File: src/rtl/immgen_stage_if.sv
// immgen_stage_if: handshake bundle for the immediate-generation stage.
//   Upstream  : in_valid/in_ready handshake carrying in_instr, in_sel, in_tag.
//   Downstream: out_valid/out_ready handshake carrying out_imm, out_tag.
//   master modport = the side that feeds the stage and consumes its output.
//   slave  modport = the stage itself.
interface immgen_stage_if #(
    parameter int XLEN  = 32,
    parameter int TAG_W = 32
);
    logic             in_valid;
    logic             in_ready;
    logic [31:0]      in_instr;
    logic [2:0]       in_sel;
    logic [TAG_W-1:0] in_tag;
    logic             out_valid;
    logic             out_ready;
    logic [XLEN-1:0]  out_imm;
    logic [TAG_W-1:0] out_tag;

    modport master (
        output in_valid, in_instr, in_sel, in_tag, out_ready,
        input  in_ready, out_valid, out_imm, out_tag
    );

    modport slave (
        input  in_valid, in_instr, in_sel, in_tag, out_ready,
        output in_ready, out_valid, out_imm, out_tag
    );
endinterface

File: src/rtl/immgen_stage.sv
// immgen_stage: registered immediate generator with a two-entry skid buffer.
//   clk    : rising-edge clock
//   rst_n  : synchronous active-low reset (wins over flush and handshakes)
//   flush  : synchronous kill of both buffered entries
//   bus    : immgen_stage_if.slave
//            in_*  : instruction word, format select (0 NONE,1 I,2 S,3 B,
//                    4 U,5 J,6 Z,7 SH) and tag, valid/ready handshake
//            out_* : generated immediate and its tag, valid/ready handshake
//
// Handshake: a transfer happens on a rising edge where valid and ready are
// both high. valid, once raised, holds with its payload until the transfer;
// ready may toggle freely. in_ready is a flop-driven signal (the inverse of
// the skid valid bit) so out_ready never reaches in_ready combinationally.
module immgen_stage #(
    parameter int XLEN  = 32,
    parameter int TAG_W = 32
) (
    input  logic          clk,
    input  logic          rst_n,
    input  logic          flush,
    immgen_stage_if.slave bus
);

    if (XLEN != 32 && XLEN != 64) begin : g_bad_xlen
        $error("immgen_stage: XLEN must be 32 or 64");
    end

    localparam logic [2:0] SEL_I  = 3'd1;
    localparam logic [2:0] SEL_S  = 3'd2;
    localparam logic [2:0] SEL_B  = 3'd3;
    localparam logic [2:0] SEL_U  = 3'd4;
    localparam logic [2:0] SEL_J  = 3'd5;
    localparam logic [2:0] SEL_Z  = 3'd6;
    localparam logic [2:0] SEL_SH = 3'd7;

    logic [31:0]      instr;
    logic [63:0]      imm_full;   // built at 64 bits, then cut to XLEN
    logic [XLEN-1:0]  imm_next;

    logic             main_valid;
    logic [XLEN-1:0]  main_imm;
    logic [TAG_W-1:0] main_tag;
    logic             skid_valid;
    logic [XLEN-1:0]  skid_imm;
    logic [TAG_W-1:0] skid_tag;

    logic             accept;
    logic             drain;
    logic             unused_sink;

    assign instr = bus.in_instr;

    always_comb begin
        imm_full = '0;
        case (bus.in_sel)
            SEL_I:  imm_full = {{52{instr[31]}}, instr[31:20]};
            SEL_S:  imm_full = {{52{instr[31]}}, instr[31:25], instr[11:7]};
            SEL_B:  imm_full = {{51{instr[31]}}, instr[31], instr[7],
                                instr[30:25], instr[11:8], 1'b0};
            SEL_U:  imm_full = {{32{instr[31]}}, instr[31:12], 12'b0};
            SEL_J:  imm_full = {{43{instr[31]}}, instr[31], instr[19:12],
                                instr[20], instr[30:21], 1'b0};
            SEL_Z:  imm_full = {59'b0, instr[19:15]};
            // Shift amount is one bit wider on a 64-bit datapath.
            SEL_SH: imm_full = (XLEN == 64) ? {58'b0, instr[25:20]}
                                            : {59'b0, instr[24:20]};
            default: imm_full = '0;
        endcase
    end

    assign imm_next = imm_full[XLEN-1:0];

    // Opcode bits and the upper half on XLEN=32 are intentionally not used.
    assign unused_sink = ^{instr[6:0], imm_full};

    assign accept = bus.in_valid & ~skid_valid;
    assign drain  = main_valid & bus.out_ready;

    always_ff @(posedge clk) begin
        if (!rst_n) begin
            main_valid <= 1'b0;
            main_imm   <= '0;
            main_tag   <= '0;
            skid_valid <= 1'b0;
            skid_imm   <= '0;
            skid_tag   <= '0;
        end else if (flush) begin
            // Payload registers keep their value; only the entries die.
            main_valid <= 1'b0;
            skid_valid <= 1'b0;
        end else begin
            if (drain && skid_valid) begin
                // in_ready is low while skid holds data, so no accept here.
                main_valid <= 1'b1;
                main_imm   <= skid_imm;
                main_tag   <= skid_tag;
                skid_valid <= 1'b0;
            end else if (accept && (!main_valid || drain)) begin
                main_valid <= 1'b1;
                main_imm   <= imm_next;
                main_tag   <= bus.in_tag;
            end else if (accept) begin
                skid_valid <= 1'b1;
                skid_imm   <= imm_next;
                skid_tag   <= bus.in_tag;
            end else if (drain) begin
                main_valid <= 1'b0;
            end
        end
    end

    assign bus.in_ready  = ~skid_valid;
    assign bus.out_valid = main_valid;
    assign bus.out_imm   = main_imm;
    assign bus.out_tag   = main_tag;

endmodule

File: src/flat_wrapper.sv
// flat-port wrapper written by rule: the top's interface ports become plain ports
module immgen_stage_flat 
#(
    parameter int XLEN  = 32,
    parameter int TAG_W = 32
)
  (clk, rst_n, flush, bus_in_valid, bus_in_instr, bus_in_sel, bus_in_tag, bus_out_ready, bus_in_ready, bus_out_valid, bus_out_imm, bus_out_tag);
  immgen_stage_if #(.XLEN(XLEN), .TAG_W(TAG_W)) bus_i ();
  input  logic clk;
  input  logic rst_n;
  input  logic flush;
  input wire logic [$bits(bus_i.in_valid)-1:0] bus_in_valid;
  input wire logic [$bits(bus_i.in_instr)-1:0] bus_in_instr;
  input wire logic [$bits(bus_i.in_sel)-1:0] bus_in_sel;
  input wire logic [$bits(bus_i.in_tag)-1:0] bus_in_tag;
  input wire logic [$bits(bus_i.out_ready)-1:0] bus_out_ready;
  output wire logic [$bits(bus_i.in_ready)-1:0] bus_in_ready;
  output wire logic [$bits(bus_i.out_valid)-1:0] bus_out_valid;
  output wire logic [$bits(bus_i.out_imm)-1:0] bus_out_imm;
  output wire logic [$bits(bus_i.out_tag)-1:0] bus_out_tag;
  assign bus_i.in_valid = bus_in_valid;
  assign bus_i.in_instr = bus_in_instr;
  assign bus_i.in_sel = bus_in_sel;
  assign bus_i.in_tag = bus_in_tag;
  assign bus_i.out_ready = bus_out_ready;
  assign bus_in_ready = bus_i.in_ready;
  assign bus_out_valid = bus_i.out_valid;
  assign bus_out_imm = bus_i.out_imm;
  assign bus_out_tag = bus_i.out_tag;
  immgen_stage #(.XLEN(XLEN), .TAG_W(TAG_W)) u_core (.clk(clk), .rst_n(rst_n), .flush(flush), .bus(bus_i));
endmodule
File: config.mk
export PLATFORM = sky130hd
export DESIGN_NAME = immgen_stage_flat
export DESIGN_NICKNAME = d
export VERILOG_FILES = /design/src/rtl/immgen_stage_if.sv /design/src/rtl/immgen_stage.sv /design/src/flat_wrapper.sv
export SDC_FILE = /design/constraint.sdc
export NUM_CORES = 1
export LEC_CHECK = 0
export BUFFER_PORTS_ARGS = -buffer_cell sky130_fd_sc_hd__buf_2
export CAP_MARGIN = 20
export CORE_MARGIN = 2
export CORE_UTILIZATION = 45
export DETAILED_ROUTE_END_ITERATION = 8
export PLACE_DENSITY = 0.79
export SLEW_MARGIN = 20
export SYNTH_ARGS = -nofsm -noshare
export SYNTH_HDL_FRONTEND = slang
export SYNTH_SLANG_ARGS = --single-unit
export TNS_END_PERCENT = 20
File: constraint.sdc
create_clock -name clk -period 1.6 [get_ports clk]
set_input_delay 0 -clock clk [delete_from_list [all_inputs] [get_ports clk]]
set_output_delay 0 -clock clk [all_outputs]
set_load 0.02 [all_outputs]
==> summary.txt <==
Outcome
  – Status: complete, no violations

Detailed routing
  – DRC: 0
  – 1st-iter DRT viols: between 400 and 500
  – Total Wirelength: between 15000 and 20000 um
  – Via-per-instance ratio: 5.66
  – Via count: 5592
  – Pre-Repair DR Iteration Count: 5
  – Wire length per cell: between 15 and 20 um
  – ANT nets after route: 0

Yosys
  – Largest family of logic cells by synthesized area: compound AO/OA/AOI/OAI gates
  – Synth Area in Simple Gates: about 16%
  – Post-synth EDFFs: 0
  – Post-synthesis adder-cell area fraction: 0%
  – Syn_area_per_cell: approximately 8.3 um^2
  – YS warnings: 0
  – Distinct cells, synth: 43
  – Syn Std Cell Area: 0.00551 mm^2
  – Cell with the most instances after synthesis: dfxtp_1
  – Post-synth top cells: dfxtp_1 (130), nand2_1 (119), a21oi_1 (100), nand3_1 (51), o21ai_0 (44)
  – Sequential area share after synthesis: between 40% and 50%
  – Area contributors post-synth: dfxtp_1 (47%), a21oi_1 (9.1%), nand2_1 (8.1%), a21boi_0 (5.0%), nand3_1 (4.6%)
  – XOR/XNOR Fraction of Synth Area: 0%
  – Synth top area share: between 40% and 50%
  – Synth area leader: dfxtp_1
  – Synth Area in Compound Gates: between 30% and 40%
  – Mux share of post-synthesis cell area: less than 1%
  – Post-synth ARST share: 0%
  – Net count after synthesis: 736
  – Cells after synthesis: ~660
  – Ys flop type: dfxtp_1
  – Synth Register Bits: 130

Critical path
  – CP endpoint kind: flop
  – Reg2reg path depth: 6
  – R2R setup slack: between 0.08 and 0.09 ns
  – Worst r2r dst: u_core.bus.out_imm[0]
  – Worst-path cell chain: nand2b_4, a211oi_4, buf_4, nand3_2, buf_12, o221ai_2
  – Critical path type: flop to flop
  – WP buf/inv: 2
  – Crit path max fanout: 17
  – Crit path DAT: about 1.8 ns
  – Cell family contributing the most delay on the critical path: compound AO/OA/AOI/OAI gates
  – Critical path required time: roughly 1.9 ns
  – Startpoint types: flop
  – CP max-delay cell: dfxtp_2
  – Largest stage delay on the critical path: ~0.34 ns
  – Critical Path Start: u_core.skid_valid
  – Termination of the worst setup path: u_core.bus.out_imm[0]
  – Stages on the worst setup path: 6
  – Worst R2R Start: u_core.skid_valid

Final layout
  – Final instance area: about 0.0076 mm^2
  – Number of diodes: 0
  – Final Util: ~63%
  – Layout cells sized above 1: 25.1%
  – Area grow syn2layout: 37.2%
  – Final Net Count: 901

GRT
  – All-Layer GR Usage: 23.7%
  – First-pass GRT wire length: 24800 um
  – Vias in the first global route: 5039
  – Largest net degree at the start of global routing: 70
  – GRT met3 Usage: roughly 6.6%
  – GR Util met1: about 30%
  – GR peak layer: met2
  – Overflow after GRT: 0
  – Global-route track usage on met2: between 30% and 40%
  – Initial antenna violation count: 0

STA
  – Final hold vios: 0
  – Rel. slew slack: 71.3%
  – Fin crit share: a little over nine tenths
  – Slew Viols, Final: 0
  – RSZ-0062 raised after global routing: true
  – Worst-Margin Slew: approximately 0.43 ns
  – Final setup viols: 0
  – Fin crit period: ~1.5 ns
  – Clk_skew: between 0.006 and 0.007 ns
  – Max Fclk: 0.661 GHz

Floorplan
  – Io pins: between 100 and 150
  – FP Rows: 40
  – Initial core utilization: between 40 and 50%
  – Vert. Die Dim: between 100 and 150 um
  – Core Box Area: between 0.01 and 0.015 mm^2
  – Die ar.: between 0.01 and 0.015 mm^2
  – Die Wd: 115 um

Placed design
  – Dpl cell area: ~0.0064 mm^2
  – RePlAce Congestion: between 0.8 and 0.9
  – Port Buffer Count: 130
  – Hpwl dp: 9410 um

Pwr
  – Leak pwr: about 3.2 nW
  – Total power: around 0.0085 W
  – Max IR drop VDD: between 0.0007 and 0.0008 V
  – Pwr Density: between 1000 and 1500 mW/mm^2

Clocking
  – Worst-path clk slew: roughly 0.060 ns
  – Root buf cell: clkbuf_16
  – Clk_lat worst skew: about 0.42 ns
  – CTS tree: yes
  – Max clock buf depth: 2
  – H-Tree Depth: 4
  – Num CTS Buffers: 17
  – CTS Sinks: 130

Flow run
  – Max Cap Viol: 0

Worst hold path
  – Min-Delay Path Class: primary input to flop
layout by cell type, fill, tap and decap left out, types with 2 or more instances in the layout:
master	instances
buf_2	129
dfxtp_1	128
nand2_1	119
a21oi_1	100
dlygate4sd3_1	52
nand3_1	50
o21ai_0	44
a21boi_0	37
buf_4	22
o21ai_1	20
clkbuf_16	17
a31oi_1	12
o221ai_2	11
o211a_1	8
nand4_1	8
nor2b_1	7
o221ai_1	6
o311ai_1	6
buf_12	6
inv_1	4
a22oi_1	4
a32o_1	4
clkinv_2	4
bufinv_16	4
a32oi_1	3
clkbuf_8	3
nand2b_1	2
a21boi_1	2
nand3_2	2
o311ai_0	2
o2111ai_1	2
buf_6	2
dfxtp_2	2
state kept, by name (all words and copies together), names as in the netlist:
signal and count:
u_core.bus.out_imm 32, u_core.bus.out_tag 32, u_core.skid_imm 32, u_core.skid_tag 32, u_core.bus.out_valid 1, u_core.skid_valid 1
logic make-up after synthesis:
kind of cell	after synthesis
mux	2
buf+inv	69
compound gates	267
simple gates	196
flops	130
area by class of cell:
| class | count | area (um^2) |
|---|---|---|
| fill | 1001 | 4400 |
| clock inverter | 10 | 156 |
| timing repair buffer | 211 | 1470 |
| inverter | 4 | 15.0 |
| multi-input combinational | 465 | 2660 |
| sequential | 130 | 2610 |
| clock buffer | 21 | 470 |
| tap | 147 | 184 |
routing by layer:
layer | part of all wire [%] | up-vias
li1 | - | 2729
met1 | 44 | 2601
met2 | 48 | 243
met3 | 7.1 | 19
met4 | 1.0 | 0
met5 | 0 | -
per-stage QoR:
step / std cells / setup TNS [ns] / worst slack (ns) / hold slack [ns]
floorplan: 664 / 0 / 0.109 / 0.0996
global placement: 903 / -0.00132 / -0.00132 / 0.255
detailed placement: 903 / -0.543 / -0.0580 / 0.257
CTS: 988 / 0 / 0.00843 / 0.00340
global route: 988 / -0.00110 / -0.00110 / 0.0364
finish: 988 / 0 / 0.0871 / 0.0252
report_power, final:
part           leakage (nW)  switching (W)  internal (W)  total [W]
logic                  1.84       0.000561      0.000401   0.000963
clock network         0.309        0.00139       0.00271    0.00410
registers              1.06      0.0000585       0.00335    0.00341
worst min path at each step:
stage | to | start | slack, ns | cells past startpoint
floorplan | u_core.skid_valid | bus_out_ready | 0.1 | 1
global placement | u_core.skid_tag[28] | bus_in_tag[28] | 0.25 | 3
detailed placement | u_core.bus.out_tag[7] | bus_in_tag[7] | 0.26 | 3
CTS | u_core.bus.out_tag[17] | rst_n | 0.003 | 3
global route | u_core.skid_tag[18] | rst_n | 0.04 | 2
finish | u_core.skid_imm[1] | bus_in_instr[8] | 0.03 | 4
worst register-to-register path, cell delays in order, from the launching register on:
cell	delay (ns)
dfxtp_2	0.34
nand2b_4	0.19
a211oi_4	0.26
buf_4	0.17
nand3_2	0.09
buf_12	0.19
o221ai_2	0.19
what timing repair did:
item / 4_1_cts / 5_1_grt
endpoints found under the hold margin: 107 / 0
gates resized for setup: 0 / 5
pin swaps: 1 / 0
buffers inserted: 2 / 0
endpoints found under the setup margin: 29 / 54
hold buffers: 52 / 0
(Power assumes the default switching activity.)
